File: config.mk
export PLATFORM = sky130hd
export DESIGN_NAME = serial_word_tx_flat
export DESIGN_NICKNAME = d
export VERILOG_FILES = /design/src/rtl/serial_word_tx_if.sv /design/src/rtl/serial_word_tx.sv /design/src/flat_wrapper.sv
export SDC_FILE = /design/constraint.sdc
export NUM_CORES = 1
export LEC_CHECK = 0
export CAP_MARGIN = 15
export CORE_MARGIN = 2
export CORE_UTILIZATION = 50
export DETAILED_ROUTE_END_ITERATION = 7
export GPL_ROUTABILITY_DRIVEN = 0
export PLACE_DENSITY = 0.83
export SLEW_MARGIN = 40
export SYNTH_ARGS = -nofsm -noshare
export SYNTH_HDL_FRONTEND = slang
export SYNTH_SLANG_ARGS = --single-unit
File: constraint.sdc
create_clock -name clk -period 2.13 [get_ports clk]
set_input_delay 0.426 -clock clk [delete_from_list [all_inputs] [get_ports clk]]
set_output_delay 0.426 -clock clk [all_outputs]
set_load 0.01 [all_outputs]
File: src/rtl/serial_word_tx_if.sv
// Word-in / serial-out bundle for serial_word_tx.
// A word transfers on a rising clk edge where word_valid && word_ready; word_ready is
// registered and reflects FIFO occupancy before that edge; the master may hold word_valid.
interface serial_word_tx_if #(
  parameter int WIDTH = 32,
  parameter int DEPTH = 4
);
  localparam int CNT_W = $clog2(DEPTH) + 1;

  logic [WIDTH-1:0] word_in;
  logic             word_valid;
  logic             word_ready;
  logic             dataout;
  logic             com_en;
  logic             busy;
  logic [CNT_W-1:0] fifo_count;
  logic             state_dbg;

  modport master (
    output word_in, word_valid,
    input  word_ready, dataout, com_en, busy, fifo_count, state_dbg
  );

  modport slave (
    input  word_in, word_valid,
    output word_ready, dataout, com_en, busy, fifo_count, state_dbg
  );
endinterface

File: src/rtl/serial_word_tx.sv
// FIFO-buffered word serialiser with frame-enable strobe and clock-enable bit timing.
// Optional even-parity trailer bit when SER_TX_PARITY_EN is defined.
module serial_word_tx #(
  parameter int WIDTH     = 32,
  parameter int DIV       = 50,
  parameter int DEPTH     = 4,
  parameter int MSB_FIRST = 1
) (
  input  logic             clk,
  input  logic             rst,
  serial_word_tx_if.slave  bus
);

`ifdef SER_TX_PARITY_EN
  localparam int NB = WIDTH + 1;
`else
  localparam int NB = WIDTH;
`endif
  localparam int TICK_W = (DIV > 1) ? $clog2(DIV) : 1;
  localparam int BIT_W  = $clog2(NB + 1);
  localparam int PTR_W  = $clog2(DEPTH);
  localparam int CNT_W  = PTR_W + 1;

  localparam logic [0:0] IDLE  = 1'b0;
  localparam logic [0:0] SHIFT = 1'b1;

  logic [0:0]       state_q, state_d;
  logic [TICK_W-1:0] tick_q, tick_d;
  logic [BIT_W-1:0] bit_q, bit_d;
  logic [WIDTH-1:0] word_q, word_d;
  logic             dataout_q, dataout_d;
  logic             com_en_q, com_en_d;
  logic             ready_q, ready_d;
  logic [CNT_W-1:0] count_q, count_d;
  logic [PTR_W-1:0] wr_ptr_q, wr_ptr_d;
  logic [PTR_W-1:0] rd_ptr_q, rd_ptr_d;
  logic [WIDTH-1:0] mem_q [DEPTH];
`ifdef SER_TX_PARITY_EN
  logic             par_q, par_d;
`endif

  logic             push;
  logic             pop;
  logic [BIT_W-1:0] bit_nxt;

  // Bit idx of the frame in transmit order, taken from the data word.
  function automatic logic data_bit(input logic [WIDTH-1:0] w, input logic [BIT_W-1:0] idx);
    logic [WIDTH-1:0] sh;
    if (MSB_FIRST != 0) begin
      sh = w << idx;
      return sh[WIDTH-1];
    end else begin
      sh = w >> idx;
      return sh[0];
    end
  endfunction

  always_comb begin
    state_d   = state_q;
    tick_d    = tick_q;
    bit_d     = bit_q;
    word_d    = word_q;
    dataout_d = dataout_q;
    com_en_d  = com_en_q;
`ifdef SER_TX_PARITY_EN
    par_d     = par_q;
`endif
    pop       = 1'b0;
    push      = bus.word_valid && ready_q;
    bit_nxt   = bit_q + BIT_W'(1);

    case (state_q)
      IDLE: begin
        dataout_d = 1'b0;
        com_en_d  = 1'b0;
        if (count_q != '0) begin
          pop       = 1'b1;
          word_d    = mem_q[rd_ptr_q];
          bit_d     = '0;
          tick_d    = '0;
          state_d   = SHIFT;
          com_en_d  = 1'b1;
          dataout_d = data_bit(mem_q[rd_ptr_q], '0);
`ifdef SER_TX_PARITY_EN
          par_d     = ^mem_q[rd_ptr_q];
`endif
        end
      end
      SHIFT: begin
        // With DIV=1 the compare value is 0, so every cycle ends a bit.
        if (tick_q == TICK_W'(DIV - 1)) begin
          tick_d = '0;
          if (bit_q == BIT_W'(NB - 1)) begin
            state_d   = IDLE;
            bit_d     = '0;
            com_en_d  = 1'b0;
            dataout_d = 1'b0;
          end else begin
            bit_d = bit_nxt;
`ifdef SER_TX_PARITY_EN
            if (bit_nxt == BIT_W'(WIDTH)) begin
              dataout_d = par_q;
            end else begin
              dataout_d = data_bit(word_q, bit_nxt);
            end
`else
            dataout_d = data_bit(word_q, bit_nxt);
`endif
          end
        end else begin
          tick_d = tick_q + TICK_W'(1);
        end
      end
      default: begin
        state_d   = IDLE;
        com_en_d  = 1'b0;
        dataout_d = 1'b0;
      end
    endcase
  end

  always_comb begin
    wr_ptr_d = push ? wr_ptr_q + PTR_W'(1) : wr_ptr_q;
    rd_ptr_d = pop  ? rd_ptr_q + PTR_W'(1) : rd_ptr_q;
    case ({push, pop})
      2'b10:   count_d = count_q + CNT_W'(1);
      2'b01:   count_d = count_q - CNT_W'(1);
      default: count_d = count_q;
    endcase
    // Registered ready: a pop on the full edge cannot admit a push on that same edge.
    ready_d = (count_d != CNT_W'(DEPTH));
  end

  always_ff @(posedge clk or posedge rst) begin
    if (rst) begin
      state_q   <= IDLE;
      tick_q    <= '0;
      bit_q     <= '0;
      word_q    <= '0;
      dataout_q <= 1'b0;
      com_en_q  <= 1'b0;
      ready_q   <= 1'b0;
      count_q   <= '0;
      wr_ptr_q  <= '0;
      rd_ptr_q  <= '0;
`ifdef SER_TX_PARITY_EN
      par_q     <= 1'b0;
`endif
    end else begin
      state_q   <= state_d;
      tick_q    <= tick_d;
      bit_q     <= bit_d;
      word_q    <= word_d;
      dataout_q <= dataout_d;
      com_en_q  <= com_en_d;
      ready_q   <= ready_d;
      count_q   <= count_d;
      wr_ptr_q  <= wr_ptr_d;
      rd_ptr_q  <= rd_ptr_d;
`ifdef SER_TX_PARITY_EN
      par_q     <= par_d;
`endif
    end
  end

  // Storage needs no reset; occupancy is tracked by the pointers and count.
  always_ff @(posedge clk) begin
    if (push) begin
      mem_q[wr_ptr_q] <= bus.word_in;
    end
  end

  assign bus.word_ready = ready_q;
  assign bus.dataout    = dataout_q;
  assign bus.com_en     = com_en_q;
  assign bus.busy       = (state_q == SHIFT) || (count_q != '0);
  assign bus.fifo_count = count_q;
  assign bus.state_dbg  = state_q;

endmodule

File: src/flat_wrapper.sv
// flat-port wrapper written by rule: the top's interface ports become plain ports
module serial_word_tx_flat 
#(
  parameter int WIDTH     = 32,
  parameter int DIV       = 50,
  parameter int DEPTH     = 4,
  parameter int MSB_FIRST = 1
)
  (clk, rst, bus_word_in, bus_word_valid, bus_word_ready, bus_dataout, bus_com_en, bus_busy, bus_fifo_count, bus_state_dbg);
  serial_word_tx_if #(.WIDTH(WIDTH), .DEPTH(DEPTH)) bus_i ();
  input  logic clk;
  input  logic rst;
  input wire logic [$bits(bus_i.word_in)-1:0] bus_word_in;
  input wire logic [$bits(bus_i.word_valid)-1:0] bus_word_valid;
  output wire logic [$bits(bus_i.word_ready)-1:0] bus_word_ready;
  output wire logic [$bits(bus_i.dataout)-1:0] bus_dataout;
  output wire logic [$bits(bus_i.com_en)-1:0] bus_com_en;
  output wire logic [$bits(bus_i.busy)-1:0] bus_busy;
  output wire logic [$bits(bus_i.fifo_count)-1:0] bus_fifo_count;
  output wire logic [$bits(bus_i.state_dbg)-1:0] bus_state_dbg;
  assign bus_i.word_in = bus_word_in;
  assign bus_i.word_valid = bus_word_valid;
  assign bus_word_ready = bus_i.word_ready;
  assign bus_dataout = bus_i.dataout;
  assign bus_com_en = bus_i.com_en;
  assign bus_busy = bus_i.busy;
  assign bus_fifo_count = bus_i.fifo_count;
  assign bus_state_dbg = bus_i.state_dbg;
  serial_word_tx #(.WIDTH(WIDTH), .DIV(DIV), .DEPTH(DEPTH), .MSB_FIRST(MSB_FIRST)) u_core (.clk(clk), .rst(rst), .bus(bus_i));
endmodule
==> results of run 1 <==
==> critical path, cell delays in order (launching register included) <==
cell           delay, ns
dfrtp_2             0.44
nor4_2              0.32
inv_1               0.09
dlygate4sd2_1       0.30
==> per-stage QoR <==
step	area [um2]	hold slack (ns)
final	8720	0.375
after global routing	8720	0.389
after CTS	8710	0.376
after detailed placement	8140	0.469
after global placement	8140	0.471
after floorplan	7340	0.449
==> registers in the layout, summed over array words and instances (netlist names) <==
register               count
u_core.wr_ptr_q            2
u_core.rd_ptr_q            2
u_core.bus.word_ready      1
u_core.bus.state_dbg       1
u_core.mem_q             128
u_core.bus.dataout         1
u_core.word_q             32
u_core.bit_q               6
u_core.bus.com_en          1
u_core.tick_q              6
u_core.bus.fifo_count      3
==> cells in the final DEF, fill, tap and decap left out, types with 5 or more instances in the layout <==
cell type / n
ha_1: 7
xnor2_1: 6
edfxtp_1: 128
and3_1: 5
o21ai_0: 14
mux4_2: 32
clkdlybuf4s50_1: 41
mux2_2: 32
clkbuf_16: 17
mux4_1: 6
mux2i_1: 10
nand2_1: 13
xor2_1: 5
nor2_1: 6
nand3_1: 9
dfrtp_2: 5
buf_12: 8
buf_4: 13
inv_1: 7
dfrtp_1: 50
==> final timing paths <==
path	end	slack (ns)	cells past startpoint
max	bus_busy	0.14	3
min	u_core.tick_q[4]$_DFFE_PP0P_	0.37	3
max reg2reg	u_core.bus.word_ready$_DFF_PP0_	0.14	9
min reg2reg	u_core.word_q[31]$_DFFE_PP0P_	0.48	1
max in group asynchronous	u_core.rd_ptr_q[0]$_DFFE_PP0P_	1.48	3
min in group clk	u_core.word_q[31]$_DFFE_PP0P_	0.48	1
==> routing by layer <==
layer	global-route usage (%)	vias to the layer above	share of wire, %
met3	4.90	23	3.9
li1	-	1632	-
met2	29.8	91	53
met1	23.0	1887	42
met4	7.52	0	1.9
met5	0	-	0
==> power by group through the flow <==
stage / sequential [mW] / clock (mW) / combinational, mW
2_1_floorplan: 4.58 / 0 / 0.492
3_3_place_gp: 4.57 / 0 / 0.950
3_5_place_dp: 4.61 / 0 / 0.977
4_1_cts: 4.55 / 3.03 / 0.983
5_1_grt: 4.59 / 3.17 / 1.07
6_report: 4.55 / 2.97 / 0.972
==> cells by family (layout without fill, tap and decap cells) <==
| logic type | count (synthesis) | count (layout) |
|---|---|---|
| flops | 183 | 183 |
| xor+xnor | 11 | 11 |
| buf+inv | 25 | 104 |
| simple gates | 45 | 45 |
| compound gates | 26 | 26 |
| mux | 81 | 81 |
| fa+ha+maj | 9 | 9 |
==> final cells by class <==
cell class	count	area share, %
clock buffer	21	5.40
clock inverter	11	1.09
inverter	9	0.445
multi-input combinational	172	22.7
sequential	183	59.9
tap	184	2.64
timing repair buffer	63	7.76
==> what timing repair did <==
action,4_1_cts,5_1_grt
buffers inserted,0,1
gates resized for setup,2,2
hold buffers,0,0
pin swaps,0,1
setup endpoints to repair,1,1
==> results by group, run 1 <==
Layout
  – N_diodes: 0
  – Layout area overhead: 19.4%
  – Nets@finish: 490
  – Filler Cells Inserted: 1036
  – Sequential cell area: 0.00523 mm2
  – Fin util: 60.5%
  – Multi-input logic area: 0.00198 mm2
  – Layout Cells excl Fill: 643
  – Layout cell share with drive strength beyond 1: 28.1%

STA
  – Worst slew pin tran: 0.443 ns
  – TNS Setup: 0 ns
  – Clk_skew: 0.0158 ns
  – Hold Fails Final Rpt: 0
  – Tmin final: 1.99 ns
  – Final setup violation count: 0
  – Fmax: 502 MHz
  – Final worst setup slack: 0.137 ns
  – Final worst path period share: 93.6%
  – Max-slew violation count: 0
  – RSZ-0062 raised after global routing: no
  – Slew margin rel.: 70.5%

Power and ir drop
  – Reg power frac: 53.6%
  – Max IR drop VDD: 540 uV
  – Comb power frac: 11.4%
  – Clock power share: 35.0%
  – Power Density: 974 mW/mm2
  – Sw power: 1.96 mW
  – P_int: 6.53 mW
  – Leakage Power: 3.08 nW
  – Sw frac: 23.1%
  – Total power: 8.49 mW

Placement
  – Placement Setup Slack: -0.0840 ns
  – Placed cell count: 610
  – Port-buffer cells: 42
  – DPL Wire Length: 7.62 mm

Die
  – Site row count: 44
  – Io pins: 43
  – Die Area: 0.0156 mm2
  – Core area: 0.0144 mm2
  – Chip Height: 125 um
  – Die width: 125 um
  – Initial Util: 50.6%

Detailed routing
  – DRT Wirelength: 13.0 mm
  – Initial DRC Count: 222
  – Drt wl/cell: 20.2 um
  – Drt pass-1 iters: 4
  – Vias per inst: 5.65
  – Via count: 3633
  – Post-route DRC: 0
  – Post-DRT Antenna Nets: 0

Clock tree
  – Clk sinks: 183
  – Clock-pin slew on the worst setup and hold paths: 0.06 ns
  – Worst skew pair latency: 0.43 ns
  – Clock buffer count from CTS: 17
  – CTS max path bufs: 2
  – H-tree Lvls: 4
  – CTS root buffer: clkbuf_16
  – CTS tree: done

Logic synthesis
  – Adder-cell share of the synthesized area: 1.64%
  – Synth area leader: edfxtp_1
  – Most common library cells after synthesis: 128 x edfxtp_1, 55 x dfrtp_1, 32 x mux2_2, 32 x mux4_2, 14 x o21ai_0
  – Synth cell types: 41
  – Synth Register Bits: 183
  – Mux share of post-synthesis cell area: 18.5%
  – Cell area after synthesis: 0.00730 mm2
  – Xor/xnor share of the synthesized area: 1.32%
  – Compound-Gate Fraction of Synth Area: 2.24%
  – Yosys top cell area share: 52.6%
  – Largest family of logic cells by synthesized area: multiplexers
  – Post-synth EDFFs: 128
  – Synth top area cells: edfxtp_1 53%, dfrtp_1 19%, mux4_2 9.9%, mux2_2 4.9%, mux4_1 2.2%
  – Most frequent cell after synthesis: edfxtp_1
  – Commonest register cell after synthesis: edfxtp_1
  – Mapped Cells: 380
  – Net Count, Synth: 424
  – YS warnings: 0
  – Ys async rst share: 30.1%
  – Synth Area in Simple Gates: 3.15%
  – Register area share after synthesis: 71.5%
  – Syn_area_per_cell: 19.2 um2

Critical path
  – Crit Path Class: flop to output port
  – CP max FO: 5
  – WP data required: 1.70 ns
  – CP startpoint kind: flop
  – CP startpoint: u_core.bus.fifo_count[0]$_DFF_PP0_
  – Worst r2r src: u_core.bus.state_dbg$_DFF_PP0_
  – Setup crit end kind: output port
  – WP data arrival: 1.57 ns

Global routing
  – Vias in the first global route: 3847
  – Total gr overflow: 0
  – Largest net degree at the start of global routing: 56
  – Antenna violations before repair: 0
  – Global-route wire length before repair: 21.2 mm
  – GRT Util Overall: 18.1%

Hold path
  – Hold/Removal Path Class: primary input to asynchronous set/reset pin

Job
  – Max-Cap Viols: 0

Status
  – Status: finished, final reports clean
No activity file was read; power rests on OpenSTA's default activity.
==> inputs of run 2 (changes only) <==
--- a/config.mk
+++ b/config.mk
@@ -6,7 +6,6 @@
 export NUM_CORES = 1
 export LEC_CHECK = 0
 export CAP_MARGIN = 15
-export CORE_MARGIN = 2
 export CORE_UTILIZATION = 50
 export DETAILED_ROUTE_END_ITERATION = 7
 export GPL_ROUTABILITY_DRIVEN = 0
==> results by group, run 2 (same netlist as run 1, synthesis figures left out) <==
Status
  – Status: finished, final reports clean

STA
  – Worst slew pin tran: 0.432 ns (-0.0110 ns)
  – TNS Setup: 0 ns (unchanged)
  – Final setup violation count: 0 (unchanged)
  – Hold Fails Final Rpt: 0 (unchanged)
  – Tmin final: 2.01 ns (+0.0156 ns)
  – Final worst path period share: 94.3% (+0.73 points)
  – WHS: 0.367 ns (-0.00718 ns)
  – Slew margin rel.: 71.2% (+0.73 points)
  – Clk_skew: 0.00830 ns (-0.00750 ns)
  – RSZ-0062 raised after global routing: no
  – Fmax: 498 MHz (-0.78%)
  – Max-slew violation count: 0 (unchanged)

Global routing
  – Largest net degree at the start of global routing: 56 (unchanged)
  – Met3 GRT Util: 5.07% (+0.17 points)
  – Total gr overflow: 0 (unchanged)
  – Antenna violations before repair: 0 (unchanged)
  – GRT Util Overall: 18.8% (+0.72 points)
  – Vias in the first global route: 3947 (+2.6%)
  – M2 GR Usage: 32.1% (+2.3 points)
  – M1 GR Usage: 22.2% (-0.81 points)
  – Global-route wire length before repair: 20.3 mm (-4.2%)
  – Grt peak-use layer: met2

Critical path
  – Delay-heaviest family, CP: simple AND/OR/NAND/NOR gates
  – CP bufs+invs: 2 (unchanged)
  – Crit Path Class: flop to flop
  – CP startpoint kind: flop
  – CP max FO: 5 (unchanged)
  – CP peak stage delay: 0.43 ns (about the same)
  – CP most frequent cell: xor2_1
  – WP data arrival: 2.31 ns (+0.74 ns)
  – Setup crit end kind: flop
  – WP data required: 2.43 ns (+0.73 ns)
  – Critical-path top delay cell: dfrtp_2
  – Worst-path cell chain: nor3_1 > or2_1 > inv_6 > ha_4 > inv_1 > fa_2 > xor2_1 > nor2_1 > xor2_1 > nand2_1

Clock tree
  – CTS max path bufs: 2 (unchanged)
  – Clock buffer count from CTS: 17 (unchanged)
  – H-tree Lvls: 4 (unchanged)
  – Worst skew pair latency: 0.42 ns (about the same)
  – CTS root buffer: clkbuf_16
  – CTS tree: done
  – Clock-pin slew on the worst setup and hold paths: 0.06 ns (about the same)
  – Clk sinks: 183 (unchanged)

Layout
  – Layout cell share with drive strength beyond 1: 27.0% (-1.1 points)
  – N_diodes: 0 (unchanged)
  – Biggest registers after layout: u_core.mem_q x128, u_core.word_q x32
  – Largest Register: u_core.mem_q
  – Layout area overhead: 19.2%
  – Largest register FFs: 128 (unchanged)
  – Commonest non-fill, non-tap cells in the layout: 128 x edfxtp_1, 50 x dfrtp_1, 41 x clkdlybuf4s50_1, 32 x mux4_2, 32 x mux2_2
  – Filler Cells Inserted: 913 (-12%)
  – Most common cell after layout, fill and taps aside: edfxtp_1
  – Multi-input logic area: 0.00199 mm2 (+0.44%)
  – Nets@finish: 490 (unchanged)
  – Sequential cell area: 0.00523 mm2 (unchanged)

Die
  – Initial Util: 52.0% (+1.4 points)
  – Core area: 0.0140 mm2 (-2.6%)
  – Chip Height: 123 um (-1.6%)
  – Io pins: 43 (unchanged)
  – Die Area: 0.0151 mm2 (-3.2%)
  – Die width: 123 um (-1.6%)
  – Site row count: 43 (-2.3%)

Detailed routing
  – Initial DRC Count: 199 (-10%)
  – Via count: 3614 (-0.52%)
  – DRT Wirelength: 12.5 mm (-3.7%)
  – Post-route DRC: 0 (unchanged)
  – Drt wl/cell: 19.6 um (-3.1%)
  – Post-DRT Antenna Nets: 0 (unchanged)
  – Vias per inst: 5.66 (about the same)
  – Drt pass-1 iters: 4 (unchanged)

Power and ir drop
  – Max IR drop VDD: 520 uV (-3.6%)
  – Leakage Power: 3.07 nW (-0.16%)
  – Power Density: 970 mW/mm2 (-0.37%)

Hold path
  – Hold/Removal Path Class: primary input to asynchronous set/reset pin

Placement
  – Port-buffer cells: 42 (unchanged)
  – DPL Wire Length: 7.73 mm (+1.5%)

Job
  – Max-Cap Viols: 0 (unchanged)
## run 2: cell types whose count changed in the layout (fill, tap and decap cells not counted)
cell,before,now
nor4_4,0,1
clkbuf_1,1,5
clkbuf_8,3,0
inv_4,2,0
bufinv_16,1,2
clkinv_2,4,6
clkinvlp_4,2,0
clkinv_1,0,1
nor4_2,1,0
inv_6,3,2
## run 2: layout make-up
cell class	instances	area share, %
well taps	180	2.59
clock buffers	22	5.10
clock inverters	10	1.18
multi-input cells	172	22.9
inverters	9	0.446
repair buffers	63	7.78
flip-flops and latches	183	60.0
## run 2: final timing paths
kind	startpoint	end	slack (ns)	depth (start not counted)
worst max-delay path	u_core.bus.fifo_count[0]$_DFF_PP0_	u_core.bus.word_ready$_DFF_PP0_	0.12	10
worst min-delay path	rst	u_core.wr_ptr_q[1]$_DFFE_PP0P_	0.37	3
worst max register to register	u_core.bus.fifo_count[0]$_DFF_PP0_	u_core.bus.word_ready$_DFF_PP0_	0.12	10
worst min register to register	u_core.bus.com_en$_DFFE_PP0P_	u_core.bus.com_en$_DFFE_PP0P_	0.49	2
max in group asynchronous	rst	u_core.rd_ptr_q[0]$_DFFE_PP0P_	1.48	3
min in group clk	u_core.bus.com_en$_DFFE_PP0P_	u_core.bus.com_en$_DFFE_PP0P_	0.49	2
## run 2: stage by stage
stage / setup WS (ns) / utilization, % / total power [mW] / cell area [um2] / instances
final: 0.122 / 62.0 / 8.44 / 8700 / 639
after global routing: 0.0308 / 62.0 / 8.74 / 8700 / 639
after CTS: 0.0923 / 62.0 / 8.52 / 8700 / 639
after detailed placement: -0.0800 / 58.0 / 5.60 / 8140 / 607
after global placement: 0.00183 / 58.0 / 5.52 / 8140 / 607
after floorplan: 0.00637 / - / 5.07 / 7340 / 380
## run 2: worst register-to-register path, cell delays in order (launching register included)
cell and delay [ns]:
dfrtp_2 0.43, nor3_1 0.07, or2_1 0.29, inv_6 0.08, ha_4 0.12, inv_1 0.04, fa_2 0.33, xor2_1 0.15
nor2_1 0.13, xor2_1 0.20, nand2_1 0.07
## run 2: what timing repair did
item	4_1_cts	5_1_grt
pin swaps	0	0
hold buffers	0	0
buffers inserted	0	0
endpoints found under the setup margin	1	1
resized for setup	3	2
## run 2: power by group
part	internal [mW]	switching (mW)	leakage, nW
registers	4.38	0.171	1.82
clock network	1.71	1.21	0.273
logic	0.433	0.529	0.980
## run 2: routing by layer
layer,vias to the layer above,wire length [um]
met4,0,311
li1,1628,-
met2,85,6520
met3,26,524
met1,1875,5160
met5,-,0
